--- config.mk ---
export PLATFORM = sky130hd
export DESIGN_NAME = data_ram_arbiter
export DESIGN_NICKNAME = d
export VERILOG_FILES = /design/src/rtl/data_ram_arbiter.sv
export SDC_FILE = /design/constraint.sdc
export NUM_CORES = 1
export LEC_CHECK = 0
export CORE_AREA = 2 2 119 121
export CTS_BUF_LIST = sky130_fd_sc_hd__clkbuf_4 sky130_fd_sc_hd__clkbuf_8
export DETAILED_ROUTE_END_ITERATION = 8
export DIE_AREA = 0 0 121 123
export PLACE_DENSITY_LB_ADDON = 0.25
export SYNTH_ARGS = -nofsm -noshare
export SYNTH_HDL_FRONTEND = slang
export SYNTH_SLANG_ARGS = --single-unit
export TNS_END_PERCENT = 5
--- constraint.sdc ---
create_clock -name clk -period 2.5 [get_ports clk]
set_input_delay 0.375 -clock clk [delete_from_list [all_inputs] [get_ports clk]]
set_output_delay 0.375 -clock clk [all_outputs]
set_load 0.02 [all_outputs]
--- src/rtl/data_ram_arbiter.sv ---
// data_ram_arbiter: round-robin arbiter/sequencer sharing the single data RAM port
// between master 0 (load/store unit) and master 1 (loader/DMA).
// Each grant is registered, presented to the RAM for one cycle, then answered with a
// registered done/rdata/err response.
// Optional build macro: DATA_RAM_ARB_ALIGN_CHECK_EN rejects misaligned and
// non-one-hot accesses before they reach the RAM.
module data_ram_arbiter #(
    parameter int unsigned ADDR_W = 32,
    parameter int unsigned DATA_W = 32
) (
    input  logic              clk,
    input  logic              rst_n,

    input  logic              m0_req,
    input  logic              m0_we,
    input  logic [2:0]        m0_mode,
    input  logic [ADDR_W-1:0] m0_addr,
    input  logic [DATA_W-1:0] m0_wdata,
    output logic              m0_ack,
    output logic              m0_done,
    output logic [DATA_W-1:0] m0_rdata,
    output logic              m0_err,

    input  logic              m1_req,
    input  logic              m1_we,
    input  logic [2:0]        m1_mode,
    input  logic [ADDR_W-1:0] m1_addr,
    input  logic [DATA_W-1:0] m1_wdata,
    output logic              m1_ack,
    output logic              m1_done,
    output logic [DATA_W-1:0] m1_rdata,
    output logic              m1_err,

    output logic              ram_we,
    output logic [2:0]        ram_mode,
    output logic [ADDR_W-1:0] ram_addr,
    output logic [DATA_W-1:0] ram_wdata,
    input  logic [DATA_W-1:0] ram_rdata
);

    localparam int unsigned MODE_W = 3;
    localparam logic [MODE_W-1:0] MODE_BYTE = 3'b001;
    localparam logic [MODE_W-1:0] MODE_HALF = 3'b010;
    localparam logic [MODE_W-1:0] MODE_WORD = 3'b100;

    typedef enum logic [1:0] {
        S_IDLE   = 2'd0,
        S_ACCESS = 2'd1,
        S_RESP   = 2'd2
    } state_t;

    state_t              state;
    state_t              state_nxt;

    logic                last_owner;
    logic                grant;
    logic                grant_sel;

    logic                cap_we;
    logic [MODE_W-1:0]   cap_mode;
    logic [ADDR_W-1:0]   cap_addr;
    logic [DATA_W-1:0]   cap_wdata;
    logic                cap_err;

    logic                req_owner;
    logic                req_we;
    logic                req_err;
    logic [DATA_W-1:0]   rsp_data;

    // State register
    always_ff @(posedge clk or negedge rst_n) begin
        if (!rst_n) begin
            state <= S_IDLE;
        end else begin
            state <= state_nxt;
        end
    end

    // Next-state: a grant in IDLE or RESP always leads into ACCESS
    always_comb begin
        state_nxt = state;
        case (state)
            S_IDLE:   state_nxt = grant ? S_ACCESS : S_IDLE;
            S_ACCESS: state_nxt = S_RESP;
            S_RESP:   state_nxt = grant ? S_ACCESS : S_IDLE;
            default:  state_nxt = S_IDLE;
        endcase
    end

    // Arbitration and acks: a tie goes to the master that did not own the last grant
    always_comb begin
        grant     = 1'b0;
        grant_sel = 1'b0;
        if (state != S_ACCESS) begin
            if (m0_req && m1_req) begin
                grant     = 1'b1;
                grant_sel = ~last_owner;
            end else if (m0_req) begin
                grant     = 1'b1;
                grant_sel = 1'b0;
            end else if (m1_req) begin
                grant     = 1'b1;
                grant_sel = 1'b1;
            end
        end
        m0_ack = grant && !grant_sel;
        m1_ack = grant &&  grant_sel;
    end

    // Capture mux: the winning master's request fields
    always_comb begin
        cap_we    = grant_sel ? m1_we    : m0_we;
        cap_mode  = grant_sel ? m1_mode  : m0_mode;
        cap_addr  = grant_sel ? m1_addr  : m0_addr;
        cap_wdata = grant_sel ? m1_wdata : m0_wdata;
    end

`ifdef DATA_RAM_ARB_ALIGN_CHECK_EN
    // Access check: size must be one-hot and naturally aligned
    always_comb begin
        cap_err = 1'b0;
        case (cap_mode)
            MODE_BYTE: cap_err = 1'b0;
            MODE_HALF: cap_err = cap_addr[0];
            MODE_WORD: cap_err = |cap_addr[1:0];
            default:   cap_err = 1'b1;
        endcase
    end
`else
    assign cap_err = 1'b0;
`endif

    // Request register; it also drives the RAM-side buses so they hold outside ACCESS
    always_ff @(posedge clk or negedge rst_n) begin
        if (!rst_n) begin
            last_owner <= 1'b1;
            req_owner  <= 1'b0;
            req_we     <= 1'b0;
            req_err    <= 1'b0;
            ram_we     <= 1'b0;
            ram_mode   <= MODE_WORD;
            ram_addr   <= '0;
            ram_wdata  <= '0;
        end else begin
            ram_we <= 1'b0;
            if (grant) begin
                last_owner <= grant_sel;
                req_owner  <= grant_sel;
                req_we     <= cap_we;
                req_err    <= cap_err;
                ram_we     <= cap_we & ~cap_err;
                ram_mode   <= cap_mode;
                ram_addr   <= cap_addr;
                ram_wdata  <= cap_wdata;
            end
        end
    end

    // Load data formatting: sign-extend by size; stores and rejected accesses return 0
    always_comb begin
        rsp_data = '0;
        if (!req_we && !req_err) begin
            case (ram_mode)
                MODE_BYTE: rsp_data = {{(DATA_W-8){ram_rdata[7]}},  ram_rdata[7:0]};
                MODE_HALF: rsp_data = {{(DATA_W-16){ram_rdata[15]}}, ram_rdata[15:0]};
                default:   rsp_data = ram_rdata;
            endcase
        end
    end

    // Response registers: the owner's done/rdata/err are loaded at the end of ACCESS
    always_ff @(posedge clk or negedge rst_n) begin
        if (!rst_n) begin
            m0_done  <= 1'b0;
            m0_rdata <= '0;
            m0_err   <= 1'b0;
            m1_done  <= 1'b0;
            m1_rdata <= '0;
            m1_err   <= 1'b0;
        end else begin
            m0_done <= (state == S_ACCESS) && !req_owner;
            m1_done <= (state == S_ACCESS) &&  req_owner;
            if (state == S_ACCESS) begin
                if (req_owner) begin
                    m1_rdata <= rsp_data;
                    m1_err   <= req_err;
                end else begin
                    m0_rdata <= rsp_data;
                    m0_err   <= req_err;
                end
            end
        end
    end

endmodule

==> key figures, run 1 <==
Final layout
  • P&R area growth vs syn: 61.3%
  • Finished Layout Cells: 997
  • Share of layout cells above drive strength 1: 0.0832
  • Fill count: 977
  • Nets: 976
  • Util after Layout: 0.699
  • Inserted Diodes: 0

GRT
  • First-pass GRT wire length: 29,400 µm
  • Initial antenna violation count: 0
  • M3 GR Usage: 0.0696
  • Vias in the first global route: 5,561
  • GRT busiest layer: met2
  • All-Layer GR Usage: 0.255
  • Global Route met1 Usage: 0.312
  • GRT Residual Overflow: 0
  • Pin count of the biggest net entering global routing: 71
  • M2 GR Usage: 0.436

Worst setup path
  • Worst path top cell family by delay: buffers and inverters
  • Crit path kind: flip-flop to primary output
  • Crit path cell chain: nand2b_1, and3_2, clkdlybuf4s50_1
  • Worst-path fanout max: 3
  • CP max stage delay: 610 ps
  • Worst EP arrival: 1900 ps
  • Worst Path Buf+Inv: 1
  • Startpoint type of the worst setup path: flip-flop
  • CP required: 2120 ps
  • Worst path slowest cell: clkdlybuf4s50_1
  • Crit end category: primary output

Timing
  • FMAX: 439 MHz
  • Post-route minimum period: 2280 ps
  • Slew @ Worst Pin: 673 ps
  • Setup TNS: 0 ps
  • RSZ-0062 raised after global routing: no
  • Rel. slew slack: 0.551
  • Max-slew violation count: 0
  • Final hold vios: 0
  • Clk_skew: 13.1 ps
  • Final Setup Violations: 0
  • Tcrit/Tclk final: 0.910

Logic synthesis
  • Synth Flop Type: dfrtp_1
  • Post-synthesis instance area: 0.00590 mm²
  • Sequential fraction of the synthesis area: 0.590
  • Gate Count Post-Synth: 513
  • Yosys warning count: 0
  • Synth cell types: 32
  • Syn Area/Cell: 11.5 µm²
  • Synthesis-stage register bit count: 139
  • Fraction of registers with async set/reset: 1.00
  • Post-synth EDFFs: 0

Routing
  • Via Count: 5,516
  • Final ANT Viol Nets: 0
  • DR vias/cell: 5.53
  • Final WL: 19,200 µm
  • First-pass DRT Iterations: 4
  • DR WL/cell: 19.2 µm
  • Initial drt markers: 300
  • DR DRC count: 0

Clocking
  • CTS sink count: 139
  • Htree depth: 4
  • Max clock buf depth: 2
  • Clk root buf: clkbuf_8
  • CTS Buf Count: 17
  • Post-CTS Repair Setup Buffers: 0
  • CTS tree: done
  • CTS clk-pin slew, worst paths: 80 ps
  • Post-cts resize count: 0
  • Worst-Skew Late Latency: 430 ps

Die
  • Num rows: 43
  • Die height: 123 µm
  • Core ar.: 0.0136 mm²
  • Die W: 121 µm
  • Die Area: 0.0149 mm²
  • Top Ports: 310
  • Initial Utilization: 0.433

Placement
  • GP Congestion: 0.824
  • I/O Buffers: 307
  • HPWL Detailed: 13,800 µm
  • Placed cells: 964

Power
  • Max VDD drop: 487 µV
  • Pwr dens: 1010 mW/mm²
  • LEAKAGE: 4.00 nW

Flow run
  • Max-cap viol count: 0

Hold path
  • Hold Crit Class: flip-flop to flip-flop

Outcome
  • Outcome: finished clean
==> cells by family (layout without fill, tap and decap cells) <==
logic type / count (synthesis) / after routing / share of synthesized area
AOI/OAI and AO/OA: 227 / 227 / 0.287
DFF: 139 / 139 / 0.590
and+or+nand+nor: 90 / 90 / 0.0768
buffers and inverters: 55 / 358 / 0.0441
other: 1 / 2 / 0.000636
xor gates and xnor gates: 1 / 1 / 0.00149
==> routing by layer <==
layer | share of wire | wire [µm]
met5 | 0 | 0
met4 | 0.026 | 495
met3 | 0.079 | 1510
met2 | 0.50 | 9570
met1 | 0.40 | 7610
==> synthesized netlist by cell type, types with 2 or more instances <==
cell	instances	area, µm²
o21ai_1	3	15.0
and3_1	2	12.5
o21ai_0	51	255
nand2_1	66	248
or4b_2	2	20.0
buf_2	18	90.1
a21o_1	2	15.0
inv_1	3	11.3
nand2b_1	10	62.6
a21boi_0	67	503
nand3b_4	2	40.0
o21ai_2	10	87.6
dfstp_2	2	52.6
dfrtp_1	137	3430
a221o_1	68	681
buf_4	2	15.0
clkbuf_1	29	109
a21oi_1	25	125
==> flip-flops by register name (all words and copies together), names as in the netlist <==
register,flops
req_owner,1
state,2
last_owner,1
ram_wdata,32
ram_mode,3
m0_rdata,32
m1_done,1
m0_done,1
ram_we,1
req_we,1
m1_rdata,32
ram_addr,32
==> worst reg2reg max path, stage by stage, from the launching register on <==
cell,delay [ps]
dfrtp_1,530
or4b_1,730
nand3b_4,390
o21ai_0,280
==> final timing paths <==
| path | start | end | slack (ps) | cells after the start |
|---|---|---|---|---|
| min in group asynchronous | rst_n | m1_rdata[11] | 520 | 2 |
| max in group asynchronous | rst_n | ram_mode[2] | 1240 | 3 |
| worst min-delay path | m0_rdata[9] | m0_rdata[9] | 490 | 2 |
| worst min register to register | m0_rdata[9] | m0_rdata[9] | 490 | 2 |
| worst max register to register | req_we | m0_rdata[17] | 490 | 3 |
| worst max-delay path | last_owner | m0_ack | 220 | 3 |
==> per-stage QoR <==
step / instance area, µm² / worst slack, ps / hold slack [ps] / power (mW)
2_1_floorplan: 5900 / 784 / 79.4 / 5.51
3_3_place_gp: 9090 / 434 / 398 / 7.68
3_5_place_dp: 9090 / 374 / 404 / 7.80
4_1_cts: 9510 / 202 / 489 / 9.70
5_1_grt: 9510 / 134 / 511 / 10.1
6_report: 9510 / 224 / 485 / 9.64
==> layout by cell type (no fill, tap or decap), drive strengths merged, types with 3 or more instances in the layout <==
master           n
clkbuf          18
bufinv           3
clkinv           6
inv              5
or4b             3
nand3b           3
a21oi           25
clkdlybuf4s50  306
a21boi          67
nand2           66
buf             15
dfrtp          137
clkinvlp         4
o21ai           64
a221o           68
nand2b          10
==> cell type report <==
cell class,instances,area (µm²),area share
sequential,139,3480,0.366
timing repair buffer,322,3210,0.338
multi-input combinational,320,2160,0.228
clock buffer,18,241,0.0254
tap,180,225,0.0237
clock inverter,14,170,0.0179
inverter,4,15.0,0.00158
==> where the power goes <==
part	switching [mW]	internal (mW)	leakage (nW)	total, mW
combinational	2.16	2.08	2.06	4.24
clock	0.893	1.00	0.199	1.89
sequential	0.481	3.02	1.74	3.50
==> timing repair <==
item                                    4_1_cts  5_1_grt
endpoints found under the hold margin        58        0
endpoints found under the setup margin        0        0
hold buffers                                  1        0
No activity file was read; power rests on OpenSTA's default activity.
==> run 2, diff against run 1 <==
Settings changed: PLACE_DENSITY from default to 0.85, PLACE_DENSITY_LB_ADDON 0.25 to default.
==> run 2 against run 1 <==
  * Global-route usage grew 0.076 points
  * Flip-flop and latch count is the same
  * First-iteration DRC count grew 30%
  * Maximum frequency shrank 1.1%
  * Clock power grew 2%
  * Combinational power is essentially flat
  * Largest power group unchanged
==> key figures, run 2 (synthesized netlist as in run 1, its figures left out) <==
Worst setup path
  • Worst EP arrival: 1930 ps (+30 ps)
  • CP required: 2120 ps (about the same)
  • Crit path cell chain: nand2b_1, and3_2, clkdlybuf4s50_1
  • CP max stage delay: 610 ps (about the same)
  • Worst-path fanout max: 3 (unchanged)
  • Worst path slowest cell: clkdlybuf4s50_1
  • Path depth of the worst reg2reg path: 3 (unchanged)
  • Startpoint type of the worst setup path: flip-flop
  • Crit path kind: flip-flop to primary output
  • Crit end category: primary output

Routing
  • DR vias/cell: 5.47 (-1.1%)
  • Highest metal used: met4
  • DR WL/cell: 19.3 µm (+0.48%)
  • DR DRC count: 0 (unchanged)
  • Final WL: 19,300 µm (+0.38%)
  • Met1 Routed Length: 7460 µm (-2.0%)
  • Metal3 WL: 1480 µm (-1.8%)
  • Metal2 WL: 9560 µm (about the same)
  • Final ANT Viol Nets: 0 (unchanged)
  • Via Count: 5,449 (-1.2%)
  • Initial drt markers: 390 (+30%)
  • First-pass DRT Iterations: 5 (+1)

Clocking
  • CTS sink count: 139 (unchanged)
  • Post-cts resize count: 0 (unchanged)
  • Clk root buf: clkbuf_8
  • CTS Buf Count: 17 (unchanged)
  • CTS clk-pin slew, worst paths: 80 ps (about the same)
  • CTS tree: done
  • Max clock buf depth: 2 (unchanged)
  • Htree depth: 4 (unchanged)
  • Worst-Skew Late Latency: 430 ps (about the same)

Final layout
  • Finished Layout Cells: 996 (-0.10%)
  • Nets: 975 (-0.10%)
  • Share of layout cells above drive strength 1: 0.0821 (-0.00112)
  • Final Cell Area: 0.00950 mm² (-0.16%)
  • FF/Latch Area: 0.00348 mm² (unchanged)
  • Most common cell after layout, fill and taps aside: clkdlybuf4s50_1
  • Multi-input gate area: 0.00216 mm² (unchanged)
  • P&R area growth vs syn: 61.0%
  • Inserted Diodes: 0 (unchanged)
  • Fill count: 956 (-2.1%)
  • Most frequent cells in the layout: 306 x clkdlybuf4s50_1, 137 x dfrtp_1, 68 x a221o_1, 67 x a21boi_0, 66 x nand2_1

Outcome
  • Outcome: finished clean

Die
  • Initial Utilization: 0.433 (unchanged)
  • Num rows: 43 (unchanged)
  • Top Ports: 310 (unchanged)
  • Die height: 123 µm (unchanged)
  • Core ar.: 0.0136 mm² (unchanged)
  • Die Area: 0.0149 mm² (unchanged)
  • Die W: 121 µm (unchanged)

Timing
  • Final hold vios: 0 (unchanged)
  • Rel. slew slack: 0.590 (+0.0385)
  • Max-slew violation count: 0 (unchanged)
  • Clk_skew: 8.79 ps (-4.33 ps)
  • Setup TNS: 0 ps (unchanged)
  • Slew @ Worst Pin: 615 ps (-57.7 ps)
  • Tcrit/Tclk final: 0.921 (+0.0103)
  • FMAX: 434 MHz (-1.1%)
  • Post-route minimum period: 2300 ps (+25.6 ps)
  • Final WS setup: 198 ps (-25.6 ps)
  • Final Setup Violations: 0 (unchanged)
  • RSZ-0062 raised after global routing: no

GRT
  • First-pass GRT wire length: 29,400 µm (-0.14%)
  • Vias in the first global route: 5,665 (+1.9%)
  • Pin count of the biggest net entering global routing: 65 (-8.5%)
  • All-Layer GR Usage: 0.256 (+0.000759)
  • GRT Residual Overflow: 0 (unchanged)
  • Initial antenna violation count: 0 (unchanged)

Power
  • LEAKAGE: 3.99 nW (-0.30%)
  • Max VDD drop: 472 µV (-3.1%)
  • Total chip power: 9.68 mW (+0.40%)
  • Pwr dens: 1020 mW/mm² (+0.56%)

Placement
  • DP Worst Slack: 389 ps (+15.1 ps)
  • GP Congestion: 0.828 (+0.57%)
  • Placed cell areas: 0.00907 mm² (-0.22%)
  • HPWL Detailed: 13,900 µm (+0.73%)
  • Placed cells: 963 (-0.10%)
  • I/O Buffers: 307 (unchanged)

Flow run
  • Max-cap viol count: 0 (unchanged)

Hold path
  • Hold Crit Class: primary input to asynchronous set/reset pin
run 2: cell count changes in the layout (fill, tap and decap cells not counted), sizes merged:
cell,before,now
clkinvlp,4,5
buf,15,14
clkinv,6,5
run 2: layout make-up:
type / count / area share
Tap cell: 180 / 0.0237
Inverter: 4 / 0.00158
Clock buffer: 18 / 0.0261
Multi-Input combinational cell: 320 / 0.228
Sequential cell: 139 / 0.367
Timing Repair Buffer: 321 / 0.336
Clock inverter: 14 / 0.0178
run 2: final timing paths:
kind	start	end	slack, ps
max	last_owner	m0_ack	200
min	rst_n	m0_rdata[2]	470
max reg2reg	req_we	m0_rdata[18]	550
min reg2reg	m1_rdata[19]	m1_rdata[19]	480
max in group asynchronous	rst_n	ram_addr[13]	1320
min in group clk	m1_rdata[19]	m1_rdata[19]	480
run 2: through the flow:
step / util / hold WS (ps)
after global routing: 0.698 / 498
after CTS: 0.698 / 458
after floorplan: - / 79.4
final: 0.698 / 475
after global placement: 0.666 / 352
after detailed placement: 0.666 / 358
run 2: metal layers:
layer	track usage	vias up
li1	-	2473
met1	0.310	2643
met2	0.425	283
met3	0.0715	50
met4	0.123	0
met5	0	-
run 2: what timing repair did:
item,4_1_cts,5_1_grt
setup buffers,0,0
hold endpoints to repair,50,0
hold buffers,1,0
run 2: critical path, delay by kind of cell (launching register included):
kind / cells / cell delay [ps]
flops: 1 / 580
buf+inv: 1 / 610
simple gates: 2 / 310
run 2: report_power, final:
| part | leakage, nW | switching (mW) | internal (mW) |
|---|---|---|---|
| clock | 0.197 | 0.912 | 1.01 |
| combinational | 2.05 | 2.18 | 2.08 |
| sequential | 1.74 | 0.478 | 3.02 |
==> run 3, diff against run 2 <==
Settings changed: GPL_TIMING_DRIVEN from default to 0, HOLD_SLACK_MARGIN from default to 0.06.
==> run 3 against run 2 <==
  * Maximum frequency shrank 3.9%
  * Power up 2.9%
  * First-iteration DRC count increased by 12%
  * Clock skew is essentially flat
==> key figures, run 3 (synthesized netlist as in run 1, its figures left out) <==
Outcome
  • Outcome: finished clean

GRT
  • GRT Residual Overflow: 0 (unchanged)
  • All-Layer GR Usage: 0.274 (+0.0176)
  • Vias in the first global route: 5,841 (+3.1%)
  • First-pass GRT wire length: 31,000 µm (+5.7%)
  • Pin count of the biggest net entering global routing: 71 (+9.2%)
  • Initial antenna violation count: 0 (unchanged)

Timing
  • Hold_ws: 485 ps (+10.4 ps)
  • Final hold vios: 0 (unchanged)
  • Max-slew violation count: 0 (unchanged)
  • Final Setup Violations: 0 (unchanged)
  • Slew @ Worst Pin: 670 ps (+54.8 ps)
  • FMAX: 418 MHz (-3.9%)
  • Setup TNS: 0 ps (unchanged)
  • Final WS setup: 106 ps (-92.5 ps)
  • Rel. slew slack: 0.552 (-0.0381)
  • Tcrit/Tclk final: 0.958 (+0.0370)
  • Clk_skew: 8.95 ps (+0.159 ps)
  • Post-route minimum period: 2390 ps (+92.5 ps)

Routing
  • First-pass DRT Iterations: 5 (unchanged)
  • DR DRC count: 0 (unchanged)
  • Via Count: 5,702 (+4.6%)
  • DR WL/cell: 19.9 µm (+2.7%)
  • Initial drt markers: 436 (+12%)
  • DR vias/cell: 5.51 (+0.80%)
  • Final ANT Viol Nets: 0 (unchanged)
  • Final WL: 20,500 µm (+6.7%)

Worst setup path
  • Slack of the worst reg-to-reg path: 560 ps (about the same)
  • Worst Path Buf+Inv: 4 (+3)
  • CP max stage delay: 420 ps (-190 ps)
  • Reg-to-reg critical path endpoint: m1_rdata[21]
  • CP required: 2120 ps (about the same)
  • Crit end category: primary output
  • FF-to-FF Start: ram_mode[1]
  • Crit path kind: flip-flop to primary output
  • Worst path slowest cell: dfrtp_1
  • Startpoint type of the worst setup path: flip-flop
  • Worst-path fanout max: 10 (+7)
  • Worst path top cell family by delay: buffers and inverters
  • Crit path cell chain: nand2b_1, clkbuf_4, and3_1, buf_2, buf_4, clkdlybuf4s15_2
  • Worst EP arrival: 2020 ps (+90 ps)
  • Path depth of the worst reg2reg path: 4 (+1)

Power
  • Flop pwr share: 0.352 (-0.010)
  • Pint: 6.35 mW (+3.9%)
  • Switching Share: 0.362 (-0.00584)
  • Clock share of power: 0.211 (+0.012)
  • Max VDD drop: 375 µV (-21%)
  • LEAKAGE: 4.11 nW (+3.2%)
  • Gate power share: 0.437 (-0.002)
  • NetSw: 3.61 mW (+1.3%)
  • Total chip power: 9.96 mW (+2.9%)
  • Pwr dens: 1030 mW/mm² (+0.79%)

Hold path
  • Hold Crit Class: primary input to asynchronous set/reset pin

Final layout
  • Final Cell Area: 0.00970 mm² (+2.1%)
  • Most common cell after layout, fill and taps aside: clkdlybuf4s50_1
  • Util after Layout: 0.713 (+0.0149)
  • Most frequent cells in the layout: 304 x clkdlybuf4s50_1, 137 x dfrtp_1, 68 x a221o_1, 67 x a21boi_0, 66 x nand2_1
  • Fill count: 965 (+0.94%)
  • FF/Latch Area: 0.00348 mm² (unchanged)
  • Finished Layout Cells: 1,034 (+3.8%)
  • P&R area growth vs syn: 64.5%
  • Share of layout cells above drive strength 1: 0.0902 (+0.00806)
  • Multi-input gate area: 0.00216 mm² (-0.17%)
  • Nets: 1,013 (+3.9%)
  • Inserted Diodes: 0 (unchanged)

Die
  • Die W: 121 µm (unchanged)
  • Top Ports: 310 (unchanged)
  • Core ar.: 0.0136 mm² (unchanged)
  • Die Area: 0.0149 mm² (unchanged)
  • Num rows: 43 (unchanged)
  • Die height: 123 µm (unchanged)
  • Initial Utilization: 0.433 (unchanged)

Clocking
  • Clk root buf: clkbuf_8
  • Worst-Skew Late Latency: 450 ps (+20 ps)
  • Htree depth: 4 (unchanged)
  • CTS tree: done
  • CTS sink count: 139 (unchanged)
  • Max clock buf depth: 2 (unchanged)
  • CTS Buf Count: 17 (unchanged)
  • CTS clk-pin slew, worst paths: 70 ps (about the same)

Placement
  • HPWL Detailed: 15,500 µm (+12%)
  • DP Worst Slack: -110 ps (-499 ps)
  • Placed cells: 1,002 (+4.0%)
  • GP Congestion: 0.853 (+3.0%)
  • I/O Buffers: 307 (unchanged)
  • Placed cell areas: 0.00923 mm² (+1.7%)

Flow run
  • Max-cap viol count: 0 (unchanged)
run 3: what timing repair did:
action / 4_1_cts / 5_1_grt
endpoints found under the setup margin: 2 / 2
pin swaps: 0 / 0
setup buffers: 0 / 0
endpoints found under the hold margin: 68 / 0
resized for setup: 6 / 3
hold buffers: 1 / 0
run 3: worst register-to-register path, cell delays in order, from the launching register on:
cell and delay [ps]:
dfrtp_1 500, xor2_1 580, buf_2 360, a21oi_1 160, o21ai_0 240
run 3: final cells by class:
class                      count  area share
inverter                       4     0.00155
clock buffer                  22      0.0312
buffer                        50      0.0254
clock inverter                10      0.0165
tap                          180      0.0232
sequential                   139       0.359
multi-input combinational    320       0.223
timing repair buffer         309       0.320
run 3: how the worst max path moves through the flow:
stage / startpoint / endpoint / slack [ps] / cells past startpoint
6_report: state[0] / m1_ack / 110 / 6
3_5_place_dp: m1_req / m0_ack / -110 / 6
2_1_floorplan: ram_mode[1] / m0_rdata[23] / 780 / 4
4_1_cts: state[0] / m0_ack / 7 / 5
3_3_place_gp: rst_n / ram_wdata[7] / -4100 / 1
5_1_grt: state[1] / m1_ack / -9 / 6
run 3: routing by layer:
| layer | global-route usage | part of all wire |
|---|---|---|
| met1 | 0.328 | 0.39 |
| met2 | 0.473 | 0.50 |
| met3 | 0.0613 | 0.071 |
| met4 | 0.121 | 0.041 |
| met5 | 0 | 0 |
run 3: power by group through the flow:
stage,Clock (mW),Sequential (mW),Combinational (mW)
6_report,2.10,3.51,4.35
3_3_place_gp,0,3.49,4.25
3_5_place_dp,0,3.53,4.35
4_1_cts,2.12,3.50,4.37
2_1_floorplan,0,4.40,1.11
5_1_grt,2.23,3.59,4.62
